$ cat config.mk
export PLATFORM = sky130hd
export DESIGN_NAME = risc_toy_fetch
export DESIGN_NICKNAME = d
export VERILOG_FILES = /design/src/rtl/risc_toy_fetch.sv
export SDC_FILE = /design/constraint.sdc
export NUM_CORES = 1
export LEC_CHECK = 0
export BUFFER_PORTS_ARGS = -buffer_cell sky130_fd_sc_hd__buf_2
export CORE_ASPECT_RATIO = 1.2
export CORE_UTILIZATION = 56
export CTS_CLUSTER_SIZE = 10
export DETAILED_ROUTE_END_ITERATION = 6
export PLACE_DENSITY = 0.89
export SLEW_MARGIN = 25
export SYNTH_ARGS = -nofsm -noshare
export SYNTH_HDL_FRONTEND = slang
export SYNTH_SLANG_ARGS = --single-unit
export TNS_END_PERCENT = 10
$ cat constraint.sdc
create_clock -name CLK -period 6.9 [get_ports CLK]
set_input_delay 2.07 -clock CLK [delete_from_list [all_inputs] [get_ports CLK]]
set_output_delay 2.07 -clock CLK [all_outputs]
set_load 0.01 [all_outputs]
$ cat src/rtl/risc_toy_fetch.sv
// Instruction fetch front end: issues word requests to a one-cycle memory and
// queues returned words in a 2-entry buffer for decode; redirects flush and refetch.
module risc_toy_fetch #(
  parameter logic [31:0] RESET_PC = 32'h0000_0000
) (
  input  logic        CLK,
  input  logic        RSTN,
  input  logic        FETCH_EN,
  input  logic        REDIRECT,
  input  logic [31:0] REDIRECT_PC,
  output logic        IREQ,
  output logic [29:0] IADDR,
  input  logic [31:0] INSTR,
  input  logic        FD_READY,
  output logic        FD_VALID,
  output logic [31:0] FD_INSTR,
  output logic [31:0] FD_PC,
  output logic [31:0] FD_NPC
);

  typedef enum logic [1:0] {BOOT = 2'd0, RUN = 2'd1, PAUSE = 2'd2} state_t;

  localparam logic [31:0] BOOT_PC = RESET_PC & 32'hFFFF_FFFC;

  state_t      state;
  logic [31:0] pc;
  logic [31:0] if_pc;
  logic        inflight;
  logic [1:0]  count;
  logic [31:0] head_instr, head_pc, tail_instr, tail_pc;

  logic        redir, pop, push;
  logic [31:0] redir_pc, fetch_pc;
  logic [2:0]  occ;

  assign FD_VALID = (count != 2'd0);
  assign FD_INSTR = head_instr;
  assign FD_PC    = head_pc;
  assign FD_NPC   = head_pc + 32'd4;

  always_comb begin
    redir    = REDIRECT && (state != BOOT);
    redir_pc = REDIRECT_PC & 32'hFFFF_FFFC;
    fetch_pc = (state == RUN && REDIRECT) ? redir_pc : pc;
    pop      = FD_VALID && FD_READY && !redir;
    push     = inflight && !redir;
    // occupancy the buffer will have once the outstanding word lands
    occ      = {1'b0, count} + {2'b00, inflight} - {2'b00, pop};
    IREQ     = RSTN && (state == RUN) && (REDIRECT || (occ < 3'd2));
    IADDR    = RSTN ? fetch_pc[31:2] : BOOT_PC[31:2];
  end

  always_ff @(posedge CLK) begin
    if (!RSTN) begin
      state      <= BOOT;
      pc         <= BOOT_PC;
      if_pc      <= 32'd0;
      inflight   <= 1'b0;
      count      <= 2'd0;
      head_instr <= 32'd0;
      head_pc    <= 32'd0;
      tail_instr <= 32'd0;
      tail_pc    <= 32'd0;
    end else begin
      case (state)
        BOOT:    state <= FETCH_EN ? RUN : PAUSE;
        RUN:     if (!FETCH_EN) state <= PAUSE;
        PAUSE:   if (FETCH_EN) state <= RUN;
        default: state <= BOOT;
      endcase

      if (IREQ) begin
        pc       <= fetch_pc + 32'd4;
        if_pc    <= fetch_pc;
        inflight <= 1'b1;
      end else begin
        inflight <= 1'b0;
        if (redir) pc <= redir_pc;
      end

      // head is always entry 0 so decode sees a straight register
      if (redir) begin
        count <= 2'd0;
      end else if (push && pop) begin
        if (count == 2'd1) begin
          head_instr <= INSTR;
          head_pc    <= if_pc;
        end else begin
          head_instr <= tail_instr;
          head_pc    <= tail_pc;
          tail_instr <= INSTR;
          tail_pc    <= if_pc;
        end
      end else if (push) begin
        if (count == 2'd0) begin
          head_instr <= INSTR;
          head_pc    <= if_pc;
        end else begin
          tail_instr <= INSTR;
          tail_pc    <= if_pc;
        end
        count <= count + 2'd1;
      end else if (pop) begin
        head_instr <= tail_instr;
        head_pc    <= tail_pc;
        count      <= count - 2'd1;
      end
    end
  end

endmodule

-- Yosys cells after proc, flatten, opt, wreduce, memory -nomap -nowiden
Cells that the tools add are included.
- bits of input ports: 69
- bits in registers: 197
- logic and storage cells: 79
- output and inout port bits: 128
- add/subtract/negate cells: 6
- bitwise operators: 3
- mux-type cells: 29
- equal/unequal tests: 8
- reductions and logical operators: 23
- order comparisons: 1
- operators with widths (operator ; count):
    $mux 32 ; 21
    $add 32x3->32 const B ; 2
    $mux 30 ; 1
    $mux 2 ; 5
    $reduce_bool 2->1 ; 5
    $logic_and 1x1->1 ; 8
    $ne 2x2->1 const B ; 4
    $pmux 2 s3 ; 1
    $eq 2x1->1 const B ; 2
    $logic_not 2->1 ; 2
    $reduce_and 2->1 ; 2
    $reduce_and 4->1 ; 1
    $add 2x1->3 ; 1
    $lt 3x2->1 const B ; 1
    $ne 3x1->1 const B ; 1
    $not 1->1 ; 3
    $reduce_and 3->1 ; 1
    $reduce_bool 3->1 ; 1
    $sub 3x1->3 ; 1
    $add 2x1->2 const B ; 1
    $eq 2x2->1 const B ; 1
    $reduce_or 2->1 ; 1
    $sub 2x1->2 const B ; 1
    $logic_not 1->1 ; 1
    2 further kinds ; 2

-- Depth between registers and ports, before layout
Gate-level depths: netlist of run 1.
- depth after elaboration: 9
- gate-level depth with buffers: 16
- mapped depth without buffers: 15

-- Least setup slack after synthesis of run 1
Ideal clock, no wire load.
- kind: input to output
- start: in REDIRECT
- end: out IREQ
- required time: 4.830 ns
- cell stages on the path: 11
- arrival time: 4.284 ns
- setup slack: 0.546 ns
- path buffers: 2
- path through: o21ai_1 -> nand3_1 -> inv_1 -> nand2_1 -> a21boi_0 -> fa_1 -> nor2_1 -> o211ai_1 -> inv_2 -> clkbuf_1 -> clkbuf_1
- word-level cells in the longest chain between the ends: 7
- RTL lines (element ; line ; source):
    from (decl) ; 9 ; input logic REDIRECT,
    $logic_and 1x1->1 ; 42 ; redir = REDIRECT && (state != BOOT);
    $logic_not 1->1 ; 45 ; pop = FD_VALID && FD_READY && !redir;
    $logic_and 1x1->1 ; 45 ;
    $sub 3x1->3 ; 48 ; occ = {1'b0, count} + {2'b00, inflight} - {2'b00, pop};
    $lt 3x2->1 ; 49 ; IREQ = RSTN && (state == RUN) && (REDIRECT || (occ < 3'd2));
    $logic_or 1x1->1 (*) ; 49 ;
    $logic_and 1x1->1 (*) ; 49 ;
    to (decl) ; 11 ; output logic IREQ,
Every way passes the cells marked *; elsewhere a longest branch is shown, timed or not.

-- Worst setup path after layout of run 1
- start: in REDIRECT
- end: out IADDR[3]
- word-level cells in the longest chain between the ends: 3
- RTL lines (element ; line ; source):
    $logic_and 1x1->1 ; 44 ; fetch_pc = (state == RUN && REDIRECT) ? redir_pc : pc;
    $mux 32 ; 44 ;
    $mux 30 ; 50 ; IADDR = RSTN ? fetch_pc[31:2] : BOOT_PC[31:2];
    to (decl) ; 12 ; output logic [29:0] IADDR,
Every way passes these cells.

==> run_results.csv, run 1 <==
group,metric,value,unit
outcome,status,"complete, no violations",
global_route,antenna_found_initial,0,
timing,hold_slack,0.453,ns
job,cap_violations,0,
critical_path,cp-start-kind,"input pin",
detailed_routing,viasPerCell,5.85,
cts,numCtsBuffers,17,
finish,fin_area,11700,sq um
logic_synthesis,async_flop_share,0,
logic_synthesis,syn_nets,1227,
timing,fmaxAchievable,0.166,GHz
finish,utilization,0.667,
floorplan,dieArea,18500,sq um
global_route,grt_overflow_total,0,
finish,stdcell_count,1526,
cts,ctsResizeCount,0,
logic_synthesis,ys.flop_type,"dfxtp_1",
floorplan,start_util,0.573,
critical_path,crit_path_end_kind,"primary output",
placement,place_ws,0.906,ns
placement,place_area,11100,sq um
worst_hold_path,min_path_type,"flop to flop",
timing,max-slew-margin-rel,0.336,
cts,clock_path_buffers,2,
logic_synthesis,yosys-top-cells-area,"dfxtp_1 (39%), mux2i_1 (10%), nand2_1 (10%), o211a_1 (9.7%), xnor2_1 (3.2%)",
detailed_routing,wl_per_cell,16.1,microns
critical_path,cp_cell_sequence,"buf_2 > and3b_2 > buf_4 > mux2i_1 > nor2b_1 > buf_2",
cts,cts_tree,"done",
detailed_routing,drcViolationCount,0,
detailed_routing,vias,8920,
floorplan,die_w,124,microns
placement,io_buffers,194,
floorplan,core.rowCount,53,
cts,clk-insertion-delay-late,0.43,ns
critical_path,cp.required,4.83,ns
finish,layout_common_cells,"nand2_1 (271), dfxtp_1 (197), buf_2 (193)",
placement,place_inst,1494,
cts,clk_pin_slew,0.07,ns
logic_synthesis,netlist_area,10000,sq um
cts,cts-root-buf,"clkbuf_16",
cts,clock-sinks,197,
logic_synthesis,yosysWarningCount,0,
finish,num_antenna_cells,0,
detailed_routing,wl,24600,microns
cts,post_cts_buffers,0,
critical_path,path_max_fanout,40,
global_route,grt_max_degree,101,
cts,h-tree-depth,4,
logic_synthesis,synth_top_cell_by_area,"dfxtp_1",
power,power,2.72,mW
critical_path,critPathBufInv,3,
global_route,grtUsageTotal,0.264,
global_route,grt_pass1_wl,39100,microns
finish,finalNetCount,1368,
power,peakVddDrop,164,uV
logic_synthesis,ys_ff_latch,197,
timing,period_needed,6.02,ns
finish,syn_to_final_growth,16.5,%
global_route,grt_pass1_vias,8176,
timing,hold_viol_final,0,
detailed_routing,drt_pass1_iterations,5,
logic_synthesis,seq_area_frac_synth,0.393,
timing,post-route-period-util,0.873,
finish,fillCellCount,1416,
timing,finalSetupTns,0,ns
logic_synthesis,synth_cell_types,54,
detailed_routing,postRouteAntennaNets,0,
power,powerDensity,233,nW/um^2
critical_path,cp_common_cell,"buf_2",
logic_synthesis,synthDominantCellAreaShare,0.393,
timing,clock_skew,0.00825,ns
critical_path,critical_path_arrival,3.95,ns
floorplan,core,17500,sq um
timing,finalMaxSlewViolations,0,
placement,dp_hpwl,16900,microns
critical_path,cp_slowest_stage_delay,0.88,ns
critical_path,critPathTopFamily,"simple AND/OR/NAND/NOR gates",
finish,final_common_cell,"nand2_1",
power,p_leak,6.11,nW
timing,worst_slew_pin_slew,0.976,ns
floorplan,io_pins,197,
timing,rsz0062_at_grt,"false",
critical_path,slowest_stage,"and3b_2",
detailed_routing,initialDrtViolationCount,519,
finish,drive_gt1_frac,0.206,
floorplan,die_h,149,microns
timing,setup_slack,0.879,ns
timing,setup_violations,0,
logic_synthesis,syn-instance-count,1152,
cts,cts_hold_buf,0,
logic_synthesis,synth_edf_count,0,
logic_synthesis,syn_area_per_cell,8.71,sq um
critical_path,crit_type,"input pin to primary output",
placement,gp_congestion,0.910,
## registers in the layout, summed over array words and instances (netlist names)
register / cells
FD_INSTR: 32
FD_PC: 32
if_pc: 32
pc: 32
tail_instr: 32
tail_pc: 32
count: 2
state: 2
inflight: 1
## Yosys cell counts (4+ instances only)
cell type and number:
nand2_1 272, dfxtp_1 197, mux2i_1 105, o211a_1 97
clkbuf_1 61, a21boi_1 43, xnor2_1 37, nor2_1 28
nand3_1 27, nor2b_1 26, a21boi_0 24, o21ai_0 21
mux2_2 20, nand4_1 19, a21oi_1 18, nor3_1 16
xor2_1 14, and3_1 13, and2_1 12, buf_1 12
buf_2 12, inv_1 9, nor4_1 7, ha_1 5
nor3b_1 5, a211oi_1 4, or3_1 4, or4_1 4
## final timing paths
check	startpoint	cells past startpoint	endpoint	slack, ns
hold reg to reg	tail_pc[27]	2	tail_pc[27]	0.45
setup / recovery	REDIRECT	6	IADDR[3]	0.88
hold / removal	tail_pc[27]	2	tail_pc[27]	0.45
setup reg to reg	state[0]	10	pc[30]	3.09
## logic make-up (layout without fill, tap and decap cells)
logic type	after synthesis	in the layout	synth area share
buffers and inverters	97	251	0.0385
and+or+nand+nor	449	449	0.203
muxes	125	125	0.127
DFF	197	197	0.393
adders and majority gates	6	6	0.00823
AOI/OAI and AO/OA	227	227	0.185
xor gates and xnor gates	51	51	0.0445
## power breakdown
part / switching (mW) / internal [mW] / leakage, nW / total (mW)
Clock: 0.433 / 0.546 / 0.281 / 0.979
Combinational: 0.256 / 0.204 / 4.23 / 0.459
Sequential: 0.0699 / 1.21 / 1.60 / 1.28
## worst reg2reg max path, delay by kind of cell (launching register included)
family,cells,cell delay [ns]
AOI/OAI and AO/OA,1,0.48
adders and majority gates,1,0.33
DFF,1,0.43
and+or+nand+nor,8,2.46
## per-layer routing
metal / share of wire / vias to the layer above / track usage
met5: 0 / - / 0
met4: 0.020 / 0 / 0.0946
met3: 0.069 / 38 / 0.0422
met2: 0.48 / 328 / 0.438
met1: 0.43 / 4238 / 0.342
li1: - / 4316 / -
## layout make-up
| cell class | instances | area [sq um] | share of cell area |
|---|---|---|---|
| multi-input combinational | 858 | 5740 | 0.491 |
| clock buffer | 21 | 450 | 0.0386 |
| clock inverter | 11 | 126 | 0.0108 |
| timing repair buffer | 209 | 1110 | 0.0954 |
| sequential | 197 | 3940 | 0.338 |
| inverter | 10 | 37.5 | 0.00321 |
| tap | 220 | 275 | 0.0236 |
Note: power is estimated with default switching activity, not from simulation.
==> inputs of run 2 (changes only) <==
--- a/config.mk
+++ b/config.mk
@@ -6,11 +6,11 @@
 export NUM_CORES = 1
 export LEC_CHECK = 0
 export BUFFER_PORTS_ARGS = -buffer_cell sky130_fd_sc_hd__buf_2
-export CORE_ASPECT_RATIO = 1.2
-export CORE_UTILIZATION = 56
+export CORE_UTILIZATION = 55
 export CTS_CLUSTER_SIZE = 10
 export DETAILED_ROUTE_END_ITERATION = 6
-export PLACE_DENSITY = 0.89
+export PLACE_DENSITY = 0.88
+export REMOVE_ABC_BUFFERS = 1
 export SLEW_MARGIN = 25
 export SYNTH_ARGS = -nofsm -noshare
 export SYNTH_HDL_FRONTEND = slang
==> run 2 against run 1 <==
  * Total power increased by 2.5%
  * Die area up 1.8%
  * Via count up 0.71%
  * Maximum frequency is 1.7% higher
  * Worst hold slack barely moved
  * Critical endpoint is now IADDR[25]
==> run_results.csv, run 2 (same netlist as run 1, synthesis figures left out) <==
group,metric,value,unit
outcome,status,"complete, no violations",
detailed_routing,viasPerCell,5.84,
detailed_routing,wl_per_cell,16.5,microns
global_route,antenna_found_initial,1,
timing,period_needed,5.92,ns
global_route,grt_pass1_vias,7914,
global_route,grt_pass1_wl,39400,microns
cts,clock-sinks,197,
detailed_routing,drt_pass1_iterations,5,
cts,post_cts_buffers,0,
finish,fillCellCount,1462,
cts,ctsResizeCount,0,
finish,seq_area,3940,sq um
finish,finalNetCount,1369,
timing,max-slew-margin-rel,0.370,
critical_path,cp.required,4.83,ns
critical_path,crit_type,"input pin to primary output",
finish,final_common_cell,"nand2_1",
cts,cts_tree,"done",
timing,rsz0062_at_grt,"false",
timing,finalMaxSlewViolations,0,
cts,clk-insertion-delay-late,0.43,ns
placement,io_buffers,194,
placement,place_inst,1504,
finish,multi_input_area,5730,sq um
detailed_routing,highest_layer,"met4",
power,power,2.79,mW
finish,drive_gt1_frac,0.209,
timing,hold_slack,0.453,ns
floorplan,io_pins,197,
cts,numCtsBuffers,17,
finish,syn_to_final_growth,16.9,%
power,powerDensity,238,nW/um^2
placement,place_ws,0.997,ns
floorplan,core.rowCount,49,
power,peakVddDrop,186,uV
detailed_routing,vias,8983,
floorplan,die_w,137,microns
power,p_leak,6.12,nW
finish,stdcell_count,1537,
critical_path,path_max_fanout,25,
floorplan,die_h,137,microns
finish,layout_common_cells,"nand2_1 (271), dfxtp_1 (197), buf_2 (193)",
floorplan,start_util,0.560,
timing,fmaxAchievable,0.169,GHz
timing,post-route-period-util,0.858,
cts,clock_path_buffers,2,
detailed_routing,routed-wl-met3,1420,microns
critical_path,cp-start-kind,"input pin",
detailed_routing,initialDrtViolationCount,602,
detailed_routing,wl,25300,microns
floorplan,dieArea,18800,sq um
detailed_routing,drcViolationCount,0,
job,cap_violations,0,
cts,cts-root-buf,"clkbuf_16",
critical_path,crit_path_end_kind,"primary output",
cts,cts_hold_buf,0,
placement,dp_hpwl,16600,microns
critical_path,critical_path_arrival,3.85,ns
cts,h-tree-depth,4,
detailed_routing,postRouteAntennaNets,0,
timing,clock_skew,0.0100,ns
timing,setup_violations,0,
detailed_routing,wl_met2,12500,microns
global_route,grt_max_degree,131,
global_route,grtUsageTotal,0.264,
timing,setup_slack,0.979,ns
global_route,grt_overflow_total,0,
timing,worst_slew_pin_slew,0.944,ns
floorplan,core,17900,sq um
worst_hold_path,min_path_type,"flop to flop",
timing,hold_viol_final,0,
placement,gp_congestion,0.919,
cts,clk_pin_slew,0.07,ns
detailed_routing,wl_met1,11000,microns
timing,finalSetupTns,0,ns
==> run 2: changes by cell type in the layout (fill, tap and decap cells not counted), sizes merged, moves of 2 or more <==
| cell | previous run | this run |
|---|---|---|
| clkbuf | 21 | 17 |
| clkinv | 7 | 3 |
| inv | 11 | 16 |
| clkinvlp | 1 | 3 |
==> run 2: routing by layer <==
metal	global-route usage	up-vias
met5	0	-
met4	0.0922	0
met3	0.0407	32
met2	0.438	330
met1	0.345	4305
li1	-	4316
==> run 2: critical path, cell delays in order <==
cell and delay [ns]:
buf_2 0.15, and3b_2 0.65, buf_4 0.34, mux2i_1 0.38
nor2b_1 0.11, buf_2 0.15
==> run 2: cell type report <==
| class | count | share of cell area |
|---|---|---|
| clock buffers | 17 | 0.0363 |
| diodes | 1 | 0.000213 |
| clock inverters | 15 | 0.0164 |
| flip-flops and latches | 197 | 0.336 |
| multi-input cells | 858 | 0.488 |
| inverters | 10 | 0.00320 |
| well taps | 229 | 0.0244 |
| repair buffers | 210 | 0.0946 |
==> run 2: power by group <==
part / switching (mW) / internal (mW)
combinational: 0.255 / 0.204
sequential: 0.0720 / 1.21
clock: 0.466 / 0.581
==> run 2: final timing paths <==
path	from	end	slack, ns	depth (start not counted)
max	REDIRECT	IADDR[25]	0.98	6
min	tail_instr[29]	tail_instr[29]	0.45	2
max reg2reg	state[0]	pc[30]	3.24	11
min reg2reg	tail_instr[29]	tail_instr[29]	0.45	2
==> run 2: stage by stage <==
stage / util / area [sq um]
after floorplan: - / 9680
after global placement: 0.620 / 11100
after detailed placement: 0.620 / 11100
after CTS: 0.655 / 11700
after global routing: 0.655 / 11700
final: 0.655 / 11700
